## src/rtl/micro_sequencer.sv

```systemverilog
// -----------------------------------------------------------------------------
// micro_sequencer
//
// Computes the next control-store address (microPC) for a microprogrammed
// CPU. The control store is addressed by a registered microPC. Each
// microinstruction selects its successor with its COND field:
//   +1, a flag- or IR13-conditional jump, an unconditional jump, or a
//   DECODE dispatch {1'b1, Op, Op3, 2'b00}.
// Memory accesses stall the sequencer in MEMWAIT until MemAck_In arrives.
//
// Optional feature: define MICRO_SEQUENCER_WATCHDOG_EN to build a memory-wait
// watchdog. After WATCHDOG_LIMIT MEMWAIT cycles with no acknowledge, the
// watchdog forces microPC to all-ones, pulses Timeout_Out for one cycle and
// returns to RUN. An acknowledge on the same edge wins over the timeout.
//
// Ports
//   MICRO_SEQUENCER_CLOCK_50           in   system clock (rising edge)
//   MICRO_SEQUENCER_ResetInLow_In      in   synchronous active-low reset
//   MICRO_SEQUENCER_Condition_InBus    in   COND field of current microinstr.
//   MICRO_SEQUENCER_JumpAddress_InBus  in   JUMP ADDR field
//   MICRO_SEQUENCER_MemRequest_In      in   RD or WR asserted by microinstr.
//   MICRO_SEQUENCER_MemAck_In          in   main memory completion strobe
//   MICRO_SEQUENCER_Op_InBus           in   IR[31:30]
//   MICRO_SEQUENCER_Op3_InBus          in   IR[24:19]
//   MICRO_SEQUENCER_IR13_In            in   IR[13], immediate select
//   MICRO_SEQUENCER_Flags_InBus        in   PSR {n,z,v,c}
//   MICRO_SEQUENCER_CSAddress_OutBus   out  registered microPC
//   MICRO_SEQUENCER_Wait_Out           out  high while in MEMWAIT
//   MICRO_SEQUENCER_Timeout_Out        out  one-cycle watchdog expiry pulse
//   MICRO_SEQUENCER_State_Out          out  FSM state (0 = RUN, 1 = MEMWAIT)
//
// Handshake: a memory access is requested by MemRequest_In in RUN. If
// MemAck_In is high on the same edge, the access completes at once. Otherwise
// the sequencer holds in MEMWAIT until an edge sees MemAck_In high. MemAck_In
// carries no meaning while no request is outstanding.
// -----------------------------------------------------------------------------
module micro_sequencer #(
    parameter int DATAWIDTH_JUMPADDRESS = 11,
    parameter int DATAWIDTH_CONDITION   = 3,
    parameter int WATCHDOG_LIMIT        = 255
) (
    input  logic                             MICRO_SEQUENCER_CLOCK_50,
    input  logic                             MICRO_SEQUENCER_ResetInLow_In,
    input  logic [DATAWIDTH_CONDITION-1:0]   MICRO_SEQUENCER_Condition_InBus,
    input  logic [DATAWIDTH_JUMPADDRESS-1:0] MICRO_SEQUENCER_JumpAddress_InBus,
    input  logic                             MICRO_SEQUENCER_MemRequest_In,
    input  logic                             MICRO_SEQUENCER_MemAck_In,
    input  logic [1:0]                       MICRO_SEQUENCER_Op_InBus,
    input  logic [5:0]                       MICRO_SEQUENCER_Op3_InBus,
    input  logic                             MICRO_SEQUENCER_IR13_In,
    input  logic [3:0]                       MICRO_SEQUENCER_Flags_InBus,
    output logic [DATAWIDTH_JUMPADDRESS-1:0] MICRO_SEQUENCER_CSAddress_OutBus,
    output logic                             MICRO_SEQUENCER_Wait_Out,
    output logic                             MICRO_SEQUENCER_Timeout_Out,
    output logic                             MICRO_SEQUENCER_State_Out
);

    localparam int AW = DATAWIDTH_JUMPADDRESS;
    localparam int CW = DATAWIDTH_CONDITION;

    typedef enum logic {
        RUN     = 1'b0,
        MEMWAIT = 1'b1
    } state_t;

    state_t          state, state_next;
    logic [AW-1:0]   upc, upc_next;
    logic [AW-1:0]   advance_addr;
    logic [10:0]     decode_addr;
    logic            take_jump;
    logic            flag_n, flag_z, flag_v, flag_c;

    assign {flag_n, flag_z, flag_v, flag_c} = MICRO_SEQUENCER_Flags_InBus;

`ifdef MICRO_SEQUENCER_WATCHDOG_EN
    // The counter holds the number of MEMWAIT cycles already spent. On the
    // LIMIT-th waiting edge it equals LIMIT-1, and that edge expires.
    localparam logic [7:0] WD_LAST = 8'(WATCHDOG_LIMIT - 1);

    logic [7:0] wd_cnt, wd_cnt_next;
    logic       timeout_q, timeout_next;
`endif

    // Address taken when the current microinstruction retires.
    always_comb begin
        decode_addr  = {1'b1, MICRO_SEQUENCER_Op_InBus, MICRO_SEQUENCER_Op3_InBus, 2'b00};
        take_jump    = 1'b0;
        advance_addr = upc + AW'(1);  // wraps modulo 2^AW
        case (MICRO_SEQUENCER_Condition_InBus)
            CW'(1):  take_jump = flag_n;
            CW'(2):  take_jump = flag_z;
            CW'(3):  take_jump = flag_v;
            CW'(4):  take_jump = flag_c;
            CW'(5):  take_jump = MICRO_SEQUENCER_IR13_In;
            CW'(6):  take_jump = 1'b1;
            default: take_jump = 1'b0;
        endcase
        if (MICRO_SEQUENCER_Condition_InBus == CW'(7)) begin
            advance_addr = AW'(decode_addr);
        end else if (take_jump) begin
            advance_addr = MICRO_SEQUENCER_JumpAddress_InBus;
        end
    end

    // Next-state logic.
    always_comb begin
        state_next = state;
        upc_next   = upc;
`ifdef MICRO_SEQUENCER_WATCHDOG_EN
        wd_cnt_next  = wd_cnt;
        timeout_next = 1'b0;
`endif
        case (state)
            RUN: begin
                if (MICRO_SEQUENCER_MemRequest_In && !MICRO_SEQUENCER_MemAck_In) begin
                    state_next = MEMWAIT;
`ifdef MICRO_SEQUENCER_WATCHDOG_EN
                    wd_cnt_next = 8'd0;
`endif
                end else begin
                    upc_next = advance_addr;
                end
            end
            MEMWAIT: begin
                if (MICRO_SEQUENCER_MemAck_In) begin
                    upc_next   = advance_addr;
                    state_next = RUN;
                end
`ifdef MICRO_SEQUENCER_WATCHDOG_EN
                else if (wd_cnt == WD_LAST) begin
                    upc_next     = '1;
                    timeout_next = 1'b1;
                    state_next   = RUN;
                end else begin
                    wd_cnt_next = wd_cnt + 8'd1;
                end
`endif
            end
            default: state_next = RUN;
        endcase
    end

    always_ff @(posedge MICRO_SEQUENCER_CLOCK_50) begin
        if (!MICRO_SEQUENCER_ResetInLow_In) begin
            state <= RUN;
            upc   <= '0;
`ifdef MICRO_SEQUENCER_WATCHDOG_EN
            wd_cnt    <= 8'd0;
            timeout_q <= 1'b0;
`endif
        end else begin
            state <= state_next;
            upc   <= upc_next;
`ifdef MICRO_SEQUENCER_WATCHDOG_EN
            wd_cnt    <= wd_cnt_next;
            timeout_q <= timeout_next;
`endif
        end
    end

    assign MICRO_SEQUENCER_CSAddress_OutBus = upc;
    assign MICRO_SEQUENCER_Wait_Out         = (state == MEMWAIT);
    assign MICRO_SEQUENCER_State_Out        = state;

`ifdef MICRO_SEQUENCER_WATCHDOG_EN
    assign MICRO_SEQUENCER_Timeout_Out = timeout_q;
`else
    // No watchdog: the limit is meaningless and this compare is a constant 0.
    assign MICRO_SEQUENCER_Timeout_Out = (WATCHDOG_LIMIT < 0);
`endif

endmodule

```

## config.mk

```make
export PLATFORM = sky130hd
export DESIGN_NAME = micro_sequencer
export DESIGN_NICKNAME = d
export VERILOG_FILES = /design/src/rtl/micro_sequencer.sv
export SDC_FILE = /design/constraint.sdc
export NUM_CORES = 1
export LEC_CHECK = 0
export ABC_AREA = 0
export CAP_MARGIN = 10
export CORE_UTILIZATION = 39
export CTS_CLUSTER_SIZE = 25
export DETAILED_ROUTE_END_ITERATION = 12
export GPL_TIMING_DRIVEN = 0
export PLACE_DENSITY = 0.79
export SLEW_MARGIN = 20
export SYNTH_ARGS = -nofsm -noshare
export SYNTH_HDL_FRONTEND = slang
export SYNTH_SLANG_ARGS = --single-unit
```

## constraint.sdc

```tcl
create_clock -name MICRO_SEQUENCER_CLOCK_50 -period 1.65 [get_ports MICRO_SEQUENCER_CLOCK_50]
set_input_delay 0.2475 -clock MICRO_SEQUENCER_CLOCK_50 [delete_from_list [all_inputs] [get_ports MICRO_SEQUENCER_CLOCK_50]]
set_output_delay 0.2475 -clock MICRO_SEQUENCER_CLOCK_50 [all_outputs]
set_load 0.05 [all_outputs]
```

==> metrics.yaml <==
status: "finished clean"
clk_pin_slew_worst_paths_ns: 0.09
syn_inst: 102
skew_ns: 0.0114
yosysUniqueCellTypes: 37
rows: 16
startpoint: "MICRO_SEQUENCER_CSAddress_OutBus[0]"
cp.arrival_ns: 1.75
start_util_pct: 42.7
fp.dieW_um: 49.1
holdPathStages: 1
syn-cell-area_um2: 863
cap_violations: 0
hold_violations: 0
grt.total_usage_pct: 20.2
synth.top_cells.by_area: "dfxtp_1 28%, mux2i_1 10%, a22o_2 7.0%, nand2_1 4.8%, xnor2_1 4.1%"
p_leak_nw: 0.600
pwr-share-clk_pct: 21.1
drt-total-wl_um: 2370
antenna_found_initial: 0
hold_path_class: "reg -> reg"
pwr-share-comb_pct: 40.3
area_growth_pct: 57.7
clock_path_buffers: 2
dr.first_iter.drc_count: 20
synth_seq_cells: 12
path_cells: "ha_1, nand4_1, nor2_1, nand4_1, mux2_2, o311a_1"
cts_tree: "built"
io_pins: 45
reg2reg_slack_ns: 0.07
dp_hpwl_um: 1790
insertion_delay_ns: 0.27
rr_worst_depth: 6
timing.rr.end: "MICRO_SEQUENCER_CSAddress_OutBus[10]"
final_cell_mix: "28 x clkdlybuf4s50_1, 14 x dlygate4sd2_1, 11 x nand2_1, 9 x mux2i_1"
path_delay_family: "simple AND/OR/NAND/NOR gates"
ys.flop_type: "dfxtp_1"
synth_largest_area_cell: "dfxtp_1"
htree_levels: 1
fmaxAchievable_mhz: 633
ant_nets: 0
dieArea_mm2: 0.00241
avgRoutedWirePerCell_um: 13.5
grt_start_max_net_pins: 11
firstDrtPassIters: 4
cpMaxStageDelayCell: "dfxtp_4"
final_cell_area_mm2: 0.00136
internal_power_mw: 0.580
yosysWarningCount: 0
finalPower_mw: 0.924
yosysTopAreaCellShare_pct: 27.8
endpoint_kind: "register"
crit_cells: 6
grt.overflow.total: 0
setup_violations: 0
cp_common_cell: "nand4_1"
fp.dieH_um: 49.1
via_per_inst: 5.38
worstSetupPathType: "reg -> reg"
critPathCapture: "MICRO_SEQUENCER_CSAddress_OutBus[10]"
cts_num_sinks: 12
post-route-period-util_pct: 95.7
antenna_cells: 0
cp-start-kind: "register"
drive_above_1_share_pct: 18.1
drc: 0
rr_startpoint: "MICRO_SEQUENCER_CSAddress_OutBus[0]"
grt_pass1_vias: 855
netSwitchingFraction_pct: 37.3
final_common_cell: "clkdlybuf4s50_1"
placed_area_mm2: 0.00134
numCtsBuffers: 3
synth.avg_cell_area_um2: 8.46
critPathMaxFanout: 6
rsz0062_at_grt: "no"
vdd_ir_drop_max_mv: 0.504
final_nets: 182
cts-root-buf: "clkbuf_4"
synth_seq_area_share_pct: 27.8
power.density_mw_per_mm2: 679
syn_nets: 134
p_sw_mw: 0.345
final_max_slew_viol_count: 0
dr_total_vias: 946
cp_num_buf_inv: 0
power.share.sequential_pct: 38.7
fillers: 188
async_flop_share_pct: 0
cp.required_ns: 1.82
grt_first_pass_wirelength_um: 3760
final.min_clock_period_ns: 1.58
crit_path_max_incr_delay_ns: 0.38
synth-edff-count: 0
numPortBuffers: 43
gp_congestion: 0.838
coreArea_mm2: 0.00202
==> per-stage QoR <==
step | utilization (%) | instances | hold WS, ns | worst slack, ns | TNS [ns]
4_1_cts | 66.7 | 176 | 0.507 | 0.00796 | 0
3_3_place_gp | 66.3 | 172 | 0.483 | -0.266 | -2.17
5_1_grt | 67.3 | 176 | 0.519 | 0.00164 | 0
6_report | 67.3 | 176 | 0.503 | 0.0701 | 0
2_1_floorplan | - | 102 | 0.413 | 0.0200 | 0
3_5_place_dp | 66.3 | 172 | 0.488 | -0.304 | -2.50
==> metal layers <==
metal	vias to the layer above	GRT usage [%]	part of all wire (%)
li1	469	-	-
met1	438	25.2	45
met2	37	36.1	49
met3	2	3.12	6.0
met4	0	4.41	0.34
met5	-	0	0
==> final cells by class <==
class | count | area, µm² | share of cell area [%]
repair buffers | 43 | 415 | 30.5
inverters | 1 | 3.75 | 0.276
well taps | 27 | 33.8 | 2.48
flip-flops and latches | 12 | 253 | 18.6
clock buffers | 4 | 26.3 | 1.93
plain buffers | 6 | 46.3 | 3.40
multi-input cells | 83 | 583 | 42.8
==> power by group through the flow <==
| stage | Sequential, mW | Combinational, mW | Clock (mW) |
|---|---|---|---|
| 3_5_place_dp | 0.365 | 0.390 | 0 |
| 2_1_floorplan | 0.453 | 0.142 | 0 |
| 6_report | 0.357 | 0.372 | 0.195 |
| 5_1_grt | 0.363 | 0.397 | 0.214 |
| 3_3_place_gp | 0.364 | 0.386 | 0 |
| 4_1_cts | 0.357 | 0.371 | 0.203 |
==> what timing repair did <==
action                                  in CTS  in global routing
hold buffers                                 0                  0
endpoints found under the setup margin      14                  9
pin swaps                                    0                  1
setup buffers                                0                  0
endpoints found under the hold margin        0                  0
resized for setup                           14                  3
==> worst min path at each step <==
stage / start / end / slack, ns
floorplan: MICRO_SEQUENCER_ResetInLow_In / MICRO_SEQUENCER_State_Out / 0.41
global placement: MICRO_SEQUENCER_CSAddress_OutBus[1] / MICRO_SEQUENCER_CSAddress_OutBus[1] / 0.48
detailed placement: MICRO_SEQUENCER_CSAddress_OutBus[1] / MICRO_SEQUENCER_CSAddress_OutBus[1] / 0.49
CTS: MICRO_SEQUENCER_CSAddress_OutBus[1] / MICRO_SEQUENCER_CSAddress_OutBus[1] / 0.51
global route: MICRO_SEQUENCER_CSAddress_OutBus[1] / MICRO_SEQUENCER_CSAddress_OutBus[1] / 0.52
finish: MICRO_SEQUENCER_CSAddress_OutBus[1] / MICRO_SEQUENCER_CSAddress_OutBus[1] / 0.50
==> registers in the layout, summed over array words and instances (netlist names) <==
register,flops
MICRO_SEQUENCER_CSAddress_OutBus,11
MICRO_SEQUENCER_State_Out,1
==> synthesized netlist by cell type, types with 2 or more instances <==
library cell and count:
nor2_1 6, a22o_2 6, a21oi_1 4, nor3_1 4, xor2_1 4, dfxtp_1 12
xnor2_1 4, o21ai_1 5, buf_4 2, nand4_1 3, mux2i_1 9, nor2_2 2
buf_6 2, nand2_1 11, o221ai_1 2, nand3_1 4, o2bb2ai_1 2
==> cell families (layout without fill, tap and decap cells) <==
family | after synthesis | count (layout) | synth area share [%]
other | 1 | 1 | 0.434
AOI/OAI and AO/OA | 28 | 28 | 25.1
DFF | 12 | 12 | 27.8
adders and majority gates | 1 | 1 | 1.45
buffers and inverters | 7 | 54 | 5.80
muxes | 10 | 10 | 11.7
and+or+nand+nor | 35 | 35 | 19.6
xor gates and xnor gates | 8 | 8 | 8.12
(Power assumes the default switching activity.)
